$ cat src/rtl/keyline_pkg.sv
// keyline_pkg: shared types and constants for the keyline_buf key-entry buffer.
//   rpt_state_t   : auto-repeat FSM states (IDLE, HOLD, REPEAT)
//   KL_NDIGITS    : default number of digit slots
//   KL_DW         : default bits per digit
//   cw_of()       : width of a counter that must hold 0..n inclusive
package keyline_pkg;

  typedef enum logic [1:0] {
    IDLE   = 2'd0,
    HOLD   = 2'd1,
    REPEAT = 2'd2
  } rpt_state_t;

  localparam int KL_NDIGITS = 8;
  localparam int KL_DW      = 4;

  function automatic int cw_of(input int n);
    return $clog2(n + 1);
  endfunction

endpackage

$ cat src/rtl/keyline_repeat.sv
// keyline_repeat: key press qualification and optional auto-repeat.
// Turns the level key_in_i into a one-cycle event strobe. With the macro
// KEYLINE_REPEAT_EN defined, a hold timer and a latched digit generate extra
// events while the key stays held.
// Ports:
//   clock_i     : clock, rising edge
//   reset_i     : asynchronous active-high reset
//   key_in_i    : level, high while a key is held
//   key_val_i   : digit of the held key
//   clear_i     : buffer clear; also returns the repeat FSM to IDLE
//   taken_i     : the top level accepted this cycle's event into the buffer
//   evt_o       : key event strobe (fresh press or repeat)
//   evt_val_o   : digit to shift in with evt_o
module keyline_repeat
  import keyline_pkg::*;
#(
  parameter int DW            = KL_DW,
  parameter int REPEAT_DELAY  = 500000,
  parameter int REPEAT_PERIOD = 100000
) (
  input  logic          clock_i,
  input  logic          reset_i,
  input  logic          key_in_i,
  input  logic [DW-1:0] key_val_i,
  input  logic          clear_i,
  input  logic          taken_i,
  output logic          evt_o,
  output logic [DW-1:0] evt_val_o
);

  logic key_q;
  logic edge_evt;

  // A key already held when reset is released must not count as a press:
  // key_q comes out of reset as "held", so only a release followed by a new
  // rising edge produces an event.
  // NOTE: sequential state uses non-blocking assignments so every flop
  // samples the values from before the edge.
  always_ff @(posedge clock_i or posedge reset_i) begin
    if (reset_i) key_q <= 1'b1;
    else         key_q <= key_in_i;
  end

  assign edge_evt = key_in_i & ~key_q;

`ifdef KEYLINE_REPEAT_EN
  localparam int TMAX = (REPEAT_DELAY > REPEAT_PERIOD) ? REPEAT_DELAY : REPEAT_PERIOD;
  localparam int TW   = (TMAX > 1) ? $clog2(TMAX) : 1;

  rpt_state_t    state_q, state_d;
  logic [TW-1:0] timer_q, timer_d;
  logic [DW-1:0] latch_q, latch_d;
  logic          rpt_evt;

  // Kept apart from the next-state logic: taken_i depends on evt_o, so the
  // strobe must not be computed in the same block that consumes taken_i.
  assign rpt_evt = (state_q != IDLE) && (timer_q == '0) && key_in_i && !clear_i;

  always_ff @(posedge clock_i or posedge reset_i) begin
    if (reset_i) begin
      state_q <= IDLE;
      timer_q <= '0;
      latch_q <= '0;
    end else begin
      state_q <= state_d;
      timer_q <= timer_d;
      latch_q <= latch_d;
    end
  end

  // NOTE: every variable gets a default before the case so no path leaves it
  // unassigned, which would otherwise infer a latch.
  always_comb begin
    state_d = state_q;
    timer_d = timer_q;
    latch_d = latch_q;
    unique case (state_q)
      IDLE: begin
        // Only a press that actually entered the buffer arms the repeat.
        if (edge_evt && taken_i) begin
          state_d = HOLD;
          timer_d = TW'(REPEAT_DELAY - 1);
          latch_d = key_val_i;
        end
      end
      HOLD, REPEAT: begin
        // A rejected repeat still advances to/stays in REPEAT.
        if (timer_q == '0) begin
          state_d = REPEAT;
          timer_d = TW'(REPEAT_PERIOD - 1);
        end else begin
          timer_d = timer_q - TW'(1);
        end
      end
      default: state_d = IDLE;
    endcase
    if (state_q != IDLE && (!key_in_i || clear_i)) state_d = IDLE;
  end

  assign evt_o     = edge_evt | rpt_evt;
  assign evt_val_o = rpt_evt ? latch_q : key_val_i;
`else
  logic unused_inputs;
  assign unused_inputs = clear_i ^ taken_i;

  assign evt_o     = edge_evt;
  assign evt_val_o = key_val_i;
`endif

endmodule

$ cat src/rtl/keyline_buf.sv
// keyline_buf: parametrised key-entry line buffer.
// Shifts edge-qualified key digits into an NDIGITS x DW register (newest digit
// in the low bits), tracks the digit count, and supports backspace, clear and
// a selectable full-buffer policy. Optional auto-repeat is built when the
// macro KEYLINE_REPEAT_EN is defined.
// Ports:
//   clock     : clock, rising edge
//   reset     : asynchronous active-high reset
//   key_in    : level, high while a key is held
//   key_val   : digit of the held key
//   backspace : level; rising edge removes the newest digit
//   clear     : level; while high, empties the buffer and clears overflow
//   overwrite : full policy, 1 = drop oldest digit, 0 = reject new digit
//   out       : buffer contents
//   count     : number of valid digits, 0..NDIGITS
//   full      : count == NDIGITS
//   empty     : count == 0
//   overflow  : sticky, set when a digit is dropped or rejected
//   accept    : one-cycle pulse when a digit enters the buffer
module keyline_buf
  import keyline_pkg::*;
#(
  parameter  int NDIGITS       = KL_NDIGITS,
  parameter  int DW            = KL_DW,
  parameter  int REPEAT_DELAY  = 500000,
  parameter  int REPEAT_PERIOD = 100000,
  localparam int CW            = cw_of(NDIGITS)
) (
  input  logic                 clock,
  input  logic                 reset,
  input  logic                 key_in,
  input  logic [DW-1:0]        key_val,
  input  logic                 backspace,
  input  logic                 clear,
  input  logic                 overwrite,
  output logic [NDIGITS*DW-1:0] out,
  output logic [CW-1:0]        count,
  output logic                 full,
  output logic                 empty,
  output logic                 overflow,
  output logic                 accept
);

  localparam int BW = NDIGITS * DW;

  logic [BW-1:0] out_q, out_d;
  logic [CW-1:0] count_q, count_d;
  logic          ovf_q, ovf_d;
  logic          acc_q, acc_d;
  logic          bs_q;
  logic          bs_evt;
  logic          key_evt;
  logic [DW-1:0] evt_val;
  logic          is_full;

  keyline_repeat #(
    .DW            (DW),
    .REPEAT_DELAY  (REPEAT_DELAY),
    .REPEAT_PERIOD (REPEAT_PERIOD)
  ) u_repeat (
    .clock_i   (clock),
    .reset_i   (reset),
    .key_in_i  (key_in),
    .key_val_i (key_val),
    .clear_i   (clear),
    .taken_i   (acc_d),
    .evt_o     (key_evt),
    .evt_val_o (evt_val)
  );

  assign bs_evt  = backspace & ~bs_q;
  assign is_full = (count_q == CW'(NDIGITS));

  // Priority: clear, then backspace, then key; losers are dropped, not queued.
  always_comb begin
    out_d   = out_q;
    count_d = count_q;
    ovf_d   = ovf_q;
    acc_d   = 1'b0;
    if (clear) begin
      out_d   = '0;
      count_d = '0;
      ovf_d   = 1'b0;
    end else if (bs_evt) begin
      if (count_q != '0) begin
        out_d   = out_q >> DW;
        count_d = count_q - CW'(1);
      end
    end else if (key_evt) begin
      if (!is_full) begin
        out_d   = {out_q[BW-DW-1:0], evt_val};
        count_d = count_q + CW'(1);
        acc_d   = 1'b1;
      end else begin
        ovf_d = 1'b1;
        if (overwrite) begin
          out_d = {out_q[BW-DW-1:0], evt_val};
          acc_d = 1'b1;
        end
      end
    end
  end

  always_ff @(posedge clock or posedge reset) begin
    if (reset) begin
      out_q   <= '0;
      count_q <= '0;
      ovf_q   <= 1'b0;
      acc_q   <= 1'b0;
      bs_q    <= 1'b0;
    end else begin
      out_q   <= out_d;
      count_q <= count_d;
      ovf_q   <= ovf_d;
      acc_q   <= acc_d;
      bs_q    <= backspace;
    end
  end

  assign out      = out_q;
  assign count    = count_q;
  assign overflow = ovf_q;
  assign accept   = acc_q;
  assign full     = is_full;
  assign empty    = (count_q == '0);

endmodule

$ cat config.mk
export PLATFORM = sky130hd
export DESIGN_NAME = keyline_buf
export DESIGN_NICKNAME = d
export VERILOG_FILES = /design/src/rtl/keyline_pkg.sv /design/src/rtl/keyline_repeat.sv /design/src/rtl/keyline_buf.sv
export SDC_FILE = /design/constraint.sdc
export NUM_CORES = 1
export LEC_CHECK = 0
export BUFFER_PORTS_ARGS = -buffer_cell sky130_fd_sc_hd__buf_2
export CORE_ASPECT_RATIO = 1.4
export CORE_MARGIN = 2
export CORE_UTILIZATION = 58
export DETAILED_ROUTE_END_ITERATION = 6
export PLACE_DENSITY = 0.83
export SYNTH_ARGS = -nofsm -noshare
export SYNTH_HDL_FRONTEND = slang
export SYNTH_HIERARCHICAL = 1
export SYNTH_SLANG_ARGS = --single-unit
$ cat constraint.sdc
create_clock -name clock -period 6.5 [get_ports clock]
set_clock_uncertainty 0.2 [all_clocks]
set_input_delay 0.325 -clock clock [delete_from_list [all_inputs] [get_ports clock]]
set_output_delay 0.325 -clock clock [all_outputs]
set_load 0.02 [all_outputs]
; ---- Yosys cells after proc, flatten, opt, wreduce, memory -nomap -nowiden
; Index checks and enable logic that the tools add are counted.
[word_totals]
regBits = 40
output_inout_bits = 40
[op_classes]
mux = 20
bitwise = 4
n_addsub = 2
eq_ne = 5
reduce_logical = 8
[op_table]
columns = op, count
row1 = two-way mux 32 bit, 6
row2 = two-way mux 4 bit, 5
row3 = two-way mux 1 bit, 9
row4 = AND reduction 3 bit, 3
row5 = != test 3 x 2 -> 1 bit (second input constant), 2
row6 = adder 4 x 1 -> 4 bit (second input constant), 1
row7 = == test 4 bit (second input constant), 1
row8 = logical NOT 4 bit, 1
row9 = != test 4 x 3 -> 1 bit (second input constant), 1
row10 = nonzero test 2 bit, 2
row11 = nonzero test 4 bit, 1
row12 = subtractor 4 x 1 -> 4 bit (second input constant), 1
row13 = nonzero test 3 bit, 1
row14 = bitwise AND 1 bit, 2
row15 = != test 2 bit (second input constant), 1
row16 = inverter 1 bit, 2

; ---- Depth between registers and ports, before layout
; Gate-level depths: netlist of the first run.
[logic_depth]
ltp_word = 5
depth_mapped = 9

; ---- By module
; Netlist of the first run, hierarchy kept.
[modules_own_cells]
columns = mod, cells_each, seq_area_each_um2, instances, area_each_um2
row1 = keyline_buf, 227, 975.9, 1, 2160.8
row2 = keyline_repeat, 7, 26.3, 1, 73.8

; ---- Worst setup path after synthesis of the first run
; No wires, ideal clock.
[synth_timing]
kind = register to register
start = reg count_q[1], in the netlist count[1]
end = reg out_q[4], in the netlist out[4]
path_buffers = 2
stages_incl_launch_ff = 7
setup_slack_ps = 3917
t_required_ps = 6149
arrival_time_ps = 2232
synth_period_minus_slack_ps = 2583
cell_sequence = dfrtp_1 > buf_6 > nor4_1 > nor2_1 > clkbuf_1 > nor3_1 > a311oi_2
[synth_via]
elab_chain_cells = 5
word_cells_on_any_way = 9
cone_classes = eq/ne (3) / mux (4) / reduce/logical (2)
[synth_lines]
columns = item, line
row1 = "start, declared", keyline_buf.sv:47  ; logic [CW-1:0] count_q, count_d;
row2 = "start signal, assigned", keyline_buf.sv:113  ; count_q <= count_d;
row3 = == test 4 bit, keyline_buf.sv:72  ; assign is_full = (count_q == CW'(NDIGITS));
row4 = two-way mux 32 bit, keyline_buf.sv:90  ; if (!is_full) begin
row5 = two-way mux 32 bit, keyline_buf.sv:89  ; end else if (key_evt) begin
row6 = two-way mux 32 bit, keyline_buf.sv:84  ; end else if (bs_evt) begin
row7 = two-way mux 32 bit, keyline_buf.sv:80  ; if (clear) begin
row8 = "end signal, assigned", keyline_buf.sv:112  ; out_q <= out_d;
row9 = "end, declared", keyline_buf.sv:46  ; logic [BW-1:0] out_q, out_d;
; Several ways; a longest one is shown, not always the timed one. The select of a mux whose other input is x is not followed.
; A chain may end at the register's enable or synchronous reset.

; ---- Final worst setup path of the first run
[layout_timing]
start = in backspace
end = reg count_q[3], in the netlist count[3]
[layout_via]
elab_chain_cells = 3
word_cells_on_any_way = 7
cone_classes = eq/ne (2) / mux (2) / bitwise (1) / reduce/logical (2)
[layout_lines]
columns = item, line
row1 = "start, declared", keyline_buf.sv:33  ; input logic backspace,
row2 = bitwise AND 1 bit (*), keyline_buf.sv:71  ; assign bs_evt = backspace & ~bs_q;
row3 = != test 3 x 2 -> 1 bit (no source line) (tied with other cells), n/a
row4 = AND reduction 3 bit (no source line) / two-way mux 4 bit (equally long branches), n/a
; Every way passes the cells marked *; elsewhere a longest branch is shown, timed or not.

==> results.md, run 1 <==
* Skew-Pair Late Insertion Delay at 300 ps
* Post-DP Area at 2410 um2
* Post-synth EDFFs at 0
* DRT Pass-1 Iters at 4
* CTS tree: done
* FFs w/ async S/R, synth at 100.0%
* Global-route wire length before repair at 8.652 mm
* Synth top cells by count: 62 x nand2_1, 39 x dfrtp_1, 29 x nor3_1
* # DRC at 0
* Worst hold path type: input port to flip-flop
* IO Pins at 50
* Synthesis-to-layout area growth at 13.10%
* Slew Limit Fails at 0
* Cell variety after synth at 35
* Num CTS Buffers at 5
* CP Class: input port to flip-flop
* Lkg Pwr at 1.100 nW
* Power Dens Cells at 257.1 nW/um2
* Max_slew headroom at 21.95%
* CTS root buf: clkbuf_8
* Synth top area cells: dfrtp_1 44%, a311oi_2 13%, nand2_1 10%, nor3_1 6.5%, a311oi_1 3.1%
* Synthesis Warnings at 6
* Fin crit share at 46.20%
* Total gr overflow at 0
* Max Clk Rate at 333.0 MHz
* Critical path arrival at 2950 ps
* Die Y at 77.45 um
* Synth Flop Type: dfrtp_1
* Count of port buffers added during placement at 49
* Final core utilization at 68.75%
* Crit path launch type: input port
* Starting density of the core at 60.79%
* Die width at 56.46 um
* CTS H-tree lvls at 2
* Crit. End Element: flip-flop
* Post-synthesis cell count at 234
* WL/cell at 16.61 um
* RSZ-0062 raised after global routing: false
* Peak fanout along the critical path at 36
* Synthesized flop and latch total at 40
* Initial DRC count at 79
* Slew @ Worst Pin at 1171 ps
* Via count at 1,943
* Syn_area_per_cell at 9.550 um2
* Overall Global Routing Usage at 24.74%
* Cell accounting for the most synthesized area: dfrtp_1
* Via-to-Cell Ratio at 6.208
* N_diodes at 0
* Max VDD drop at 0.0002027 V
* WP data required at 6440 ps
* Nets at 282
* Final Critical Period at 3003 ps
* Final GP Congestion at 0.7963
* Max Buffers Root-to-Sink at 2
* Clk pin slew, worst setup/hold paths at 80 ps
* Top-count cell post-synth: nand2_1
* DPL Wire Length at 3.175 mm
* Mapped Area at 2235 um2
* Largest net degree at the start of global routing at 40
* Outcome: finished, final reports clean
* Die area at 4373 um2
* TNS Setup at 0 ps
* Antenna Violating Nets Remaining at 0
* Post-CTS Resized at 0
* Final Hold Viols at 0
* CTS sink count at 40
* Seq/Total Area, Yosys at 44.85%
* Max cap viols at 0
* Core footprint at 3676 um2
* Routed WL at 5.200 mm
* Number of global-route vias before repair at 1,828
* Post-route cell area at 2527 um2
* Synth Net Count at 246
* Initial antenna violation count at 0
* Final Hold Slack at 117.2 ps
* Area share of the largest cell type after synthesis at 43.67%
* Endpoints failing setup at 0
* Share of cells above drive strength 1 at 32.47%
* Rows at 26
[flip-flops by register name, indices dropped and copies added, names as in the netlist]
register	flops
out	32
count	4
accept	1
bs_q	1
overflow	1
u_repeat/key_q	1
[cell type report]
class	count	area [um2]
fill	315	1149
multi-input combinational	163	1072
sequential	40	1002
timing repair buffer	54	290.3
clock buffer	5	68.82
tap	42	52.55
inverter	6	22.52
clock inverter	3	18.77
[path summary, 6_finish.rpt]
kind / startpoint / endpoint / slack [ps] / cells past startpoint
setup / recovery: backspace / count[3] / 3500 / 10
min in group asynchronous: reset / u_repeat/key_q / 390 / 3
hold reg to reg: overflow / overflow / 310 / 2
hold / removal: key_val[2] / out[2] / 120 / 3
max in group asynchronous: reset / count[3] / 5230 / 4
setup reg to reg: bs_q / count[3] / 3750 / 8
[metal layers]
metal	vias up	track usage, %	share of wire [%]
li1	911	-	-
met1	965	33.52	44
met2	59	39.42	50
met3	8	5.000	4.7
met4	0	8.333	1.6
met5	-	0	0
[cells in the final DEF, fill, tap and decap left out, types with 2 or more instances in the layout]
cell type      Yosys  final
a21oi_1            7      7
a311oi_1           8      8
a311oi_2          20     20
buf_2              1     49
buf_4              4      2
clkbuf_8           0      5
clkinv_2           0      2
dfrtp_1           39     39
dlygate4sd3_1      0      3
ha_1               2      2
inv_1              5      5
mux2i_1            2      2
nand2_1           62     62
nand3_1            4      4
nor2_1             7      6
nor3_1            29     29
o21ai_0            4      4
o221ai_1           2      2
xnor2_1            2      2
[per-stage QoR]
step	setup slack (ps)	total power [mW]	std cells
final	3497	0.6498	313
after global routing	3363	0.6827	313
after CTS	3520	0.6530	313
after detailed placement	3767	0.4865	302
after global placement	3802	0.4823	302
after floorplan	3917	0.4433	234
[logic make-up after synthesis]
| group | after synthesis | share of synthesized area [%] |
|---|---|---|
| buffers and inverters | 31 | 7.279 |
| muxes | 2 | 0.8959 |
| adders and majority gates | 2 | 1.120 |
| and+or+nand+nor | 109 | 21.84 |
| DFF | 40 | 44.85 |
| xor gates and xnor gates | 2 | 0.7840 |
| AOI/OAI and AO/OA | 48 | 23.24 |
[what timing repair did]
action                     4_1_cts  5_1_grt
hold buffers                     3        0
hold endpoints to repair        42        0
setup endpoints to repair        0        0
setup buffers                    0        0
[critical path, stage by stage]
cell	delay, ps
dlygate4sd3_1	530
buf_2	130
nand2b_1	60
buf_4	370
inv_2	360
ha_1	440
a31o_2	240
a32oi_1	210
mux2i_1	210
nor2_1	60
[where the power goes]
group	internal (mW)	switching [mW]	total, mW	leakage (nW)
Clock	0.0749	0.0920	0.167	0.0479
Combinational	0.0652	0.117	0.182	0.519
Sequential	0.272	0.0281	0.301	0.534
Total	0.413	0.237	0.650	1.10
No activity file was read; power rests on OpenSTA's default activity.
==> run 2, diff against run 1 <==
Settings changed: ABC_AREA set to 1, CORE_UTILIZATION 58 to 54, PLACE_DENSITY 0.83 to 0.78.
Clock period 6.5 ns to 2.8 ns, I/O delays scaled along.
==> run 2 against run 1 <==
Net effect: flip-flop and latch count stayed put; critical path depth unchanged; critical path type unchanged; largest cell class is now flip-flops and latches; hold slack worse by 98 ps; largest power group unchanged; count of clock-buffer cells in the layout is the same; sequential power is 130% higher; synthesized cell count down 6.8%; synthesized area fell by 1.7%.
==> results.md, run 2 <==
* Clock share of power at 28.2% (was 25.7%)
* RSZ-0062 raised after global routing: false (unchanged)
* CTS sink count at 40 (unchanged)
* Final core utilization at 66.28% (was 68.75%)
* Worst hold path type: input port to flip-flop (unchanged)
* Initial DRC count at 73 (was 79)
* Top-count cell post-synth: nand2_1 (unchanged)
* Final Hold Slack at 19.20 ps (was 117.2 ps)
* Mapped Area at 2196 um2 (was 2235 um2)
* Synth Flop Type: dfrtp_1 (unchanged)
* Largest net degree at the start of global routing at 32 (was 40)
* Antenna Violating Nets Remaining at 0 (unchanged)
* FFs w/ async S/R, synth at 100.0% (unchanged)
* Num CTS Buffers at 5 (unchanged)
* Critical path arrival at 1970 ps (was 2950 ps)
* Area of the multi-input gates at 983.4 um2 (was 1072 um2)
* Syn_area_per_cell at 10.07 um2 (was 9.550 um2)
* Post-route cell area at 2597 um2 (was 2527 um2)
* Routed WL at 4.407 mm (was 5.200 mm)
* Nets at 284 (was 282)
* Slew @ Worst Pin at 302.4 ps (was 1171 ps)
* Cell variety after synth at 27 (was 35)
* Area share of the largest cell type after synthesis at 44.44% (was 43.67%)
* Commonest cells after routing, fill and taps aside: 49 x buf_2, 40 x nand2_1, 39 x dfrtp_1 (was 62 x nand2_1, 49 x buf_2, 39 x dfrtp_1)
* Outcome: finished, final reports clean (unchanged)
* CP Class: input port to flip-flop (unchanged)
* Crit path launch type: input port (unchanged)
* Post-CTS Setup Bufs at 0 (unchanged)
* Synthesis Warnings at 6 (unchanged)
* Die Y at 79.45 um (was 77.45 um)
* Initial antenna violation count at 0 (unchanged)
* Comb power frac at 30.3% (was 28.1%)
* Seq/Total Area, Yosys at 45.64% (was 44.85%)
* Post-DP Area at 2406 um2 (was 2410 um2)
* Register area at 1002 um2 (unchanged)
* Max_slew headroom at 79.84% (was 21.95%)
* Number of global-route vias before repair at 1,651 (was 1,828)
* Final Critical Period at 1944 ps
* CTS tree: done (unchanged)
* Post-CTS Resized at 0 (unchanged)
* Count of port buffers added during placement at 49 (unchanged)
* Synth Net Count at 230 (was 246)
* Max cap viols at 0 (unchanged)
* Synth top area cells: dfrtp_1 44%, o21ai_2 13%, a22oi_1 9.6%, nand2_1 6.8%, nand2_2 5.7% (was dfrtp_1 44%, a311oi_2 13%, nand2_1 10%, nor3_1 6.5%, a311oi_1 3.1%)
* Final GP Congestion at 0.7706 (was 0.7963)
* Share of cells above drive strength 1 at 46.89% (was 32.47%)
* CTS H-tree lvls at 2 (unchanged)
* Peak fanout along the critical path at 22 (was 36)
* Max Clk Rate at 514.3 MHz
* Crit. End Element: flip-flop (unchanged)
* DPL Wire Length at 3.174 mm (was 3.175 mm)
* # DRC at 0 (unchanged)
* Lkg Pwr at 1.325 nW (was 1.100 nW)
* Slew Limit Fails at 0 (unchanged)
* Fin crit share at 69.44%
* WL/cell at 13.95 um (was 16.61 um)
* N_diodes at 0 (unchanged)
* Fillers at 329 (was 315)
* Sequential share of power at 41.5% (was 46.3%)
* Skew-Pair Late Insertion Delay at 290 ps (was 300 ps)
* Global-route wire length before repair at 7.569 mm (was 8.652 mm)
* Total gr overflow at 0 (unchanged)
* Die width at 57.90 um (was 56.46 um)
* Post-synth EDFFs at 0 (unchanged)
* Clk pin slew, worst setup/hold paths at 80 ps (about the same)
* Core footprint at 3919 um2 (was 3676 um2)
* Commonest non-fill, non-tap cell in the layout: buf_2 (was nand2_1)
* Overall Global Routing Usage at 21.16% (was 24.74%)
* Endpoints failing setup at 0 (unchanged)
* IO Pins at 50 (unchanged)
* Synth top cells by count: 40 x nand2_1, 39 x dfrtp_1, 32 x o21ai_2 (was 62 x nand2_1, 39 x dfrtp_1, 29 x nor3_1)
* P_sw at 0.5976 mW (was 0.2372 mW)
* Max reg flops at 32 (unchanged)
* Final Hold Viols at 0 (unchanged)
* Rows at 27 (was 26)
* WP data required at 2830 ps (was 6440 ps)
* Via count at 1,727 (was 1,943)
* Post-Layout Cell Count at 316 (was 313)
* Via-to-Cell Ratio at 5.465 (was 6.208)
* Switching share of power at 36.13% (was 36.51%)
* Synthesized flop and latch total at 40 (unchanged)
* Die area at 4600 um2 (was 4373 um2)
* Cts hold-fix bufs at 8 (was 3)
* Internal at 1.057 mW (was 0.4125 mW)
* Placed Instances at 300 (was 302)
* Synthesis-to-layout area growth at 18.29% (was 13.10%)
* CTS root buf: clkbuf_8 (unchanged)
* Starting density of the core at 56.03% (was 60.79%)
* Cell accounting for the most synthesized area: dfrtp_1 (unchanged)
* Power Dens Cells at 636.8 nW/um2 (was 257.1 nW/um2)
* TNS Setup at 0 ps (unchanged)
* Max Buffers Root-to-Sink at 2 (unchanged)
* Post-synthesis cell count at 218 (was 234)
* Max VDD drop at 0.0005490 V (was 0.0002027 V)
* DRT Pass-1 Iters at 4 (unchanged)
-- run 2: layer usage --
metal | wire (um) | track usage [%] | part of all wire (%)
met1 | 1835 | 25.00 | 42
met2 | 2346 | 37.50 | 53
met3 | 163 | 4.052 | 3.7
met4 | 62 | 7.674 | 1.4
met5 | 0 | 0 | 0
-- run 2: area by class of cell --
| class | count | area share [%] |
|---|---|---|
| clock buffers | 5 | 2.649 |
| inverters | 17 | 2.457 |
| multi-input cells | 145 | 37.86 |
| well taps | 43 | 2.071 |
| flip-flops and latches | 40 | 38.58 |
| clock inverters | 3 | 1.638 |
| repair buffers | 63 | 14.74 |
-- run 2: worst paths after layout --
| kind | from | to | slack (ps) | cells after the start |
|---|---|---|---|---|
| worst max-delay path | backspace | out[6] | 860 | 10 |
| worst min-delay path | overwrite | accept | 20 | 3 |
| worst max register to register | count[2] | out[6] | 930 | 8 |
| worst min register to register | out[29] | out[29] | 310 | 2 |
| max in group asynchronous | reset | out[11] | 1900 | 4 |
| min in group asynchronous | reset | out[1] | 60 | 3 |
-- run 2: logic make-up after synthesis --
group | synth area share [%]
buffers and inverters | 9.573
flip-flops | 45.64
AO/OA/AOI/OAI | 22.62
AND/OR/NAND/NOR | 20.23
adder cells (fa/ha/maj) | 1.139
XOR/XNOR | 0.7979
-- run 2: stage by stage --
step	power [mW]	setup WS (ps)
CTS	1.669	855.5
finish	1.654	855.8
detailed placement	1.196	933.7
floorplan	1.085	1136
global route	1.744	740.0
global placement	1.186	993.1
-- run 2: critical path, stage by stage --
cell,delay (ps)
dlygate4sd3_1,540
buf_2,160
inv_2,70
nor2_4,40
nor2_4,200
nand2_4,90
nand3_4,210
buf_4,340
nand2_1,110
o21ai_2,70
-- run 2: power groups by stage --
stage	clock, mW	combinational, mW	sequential, mW
floorplan	0	0.344	0.741
global placement	0	0.493	0.694
detailed placement	0	0.499	0.697
CTS	0.474	0.509	0.686
global route	0.496	0.554	0.693
finish	0.466	0.502	0.686
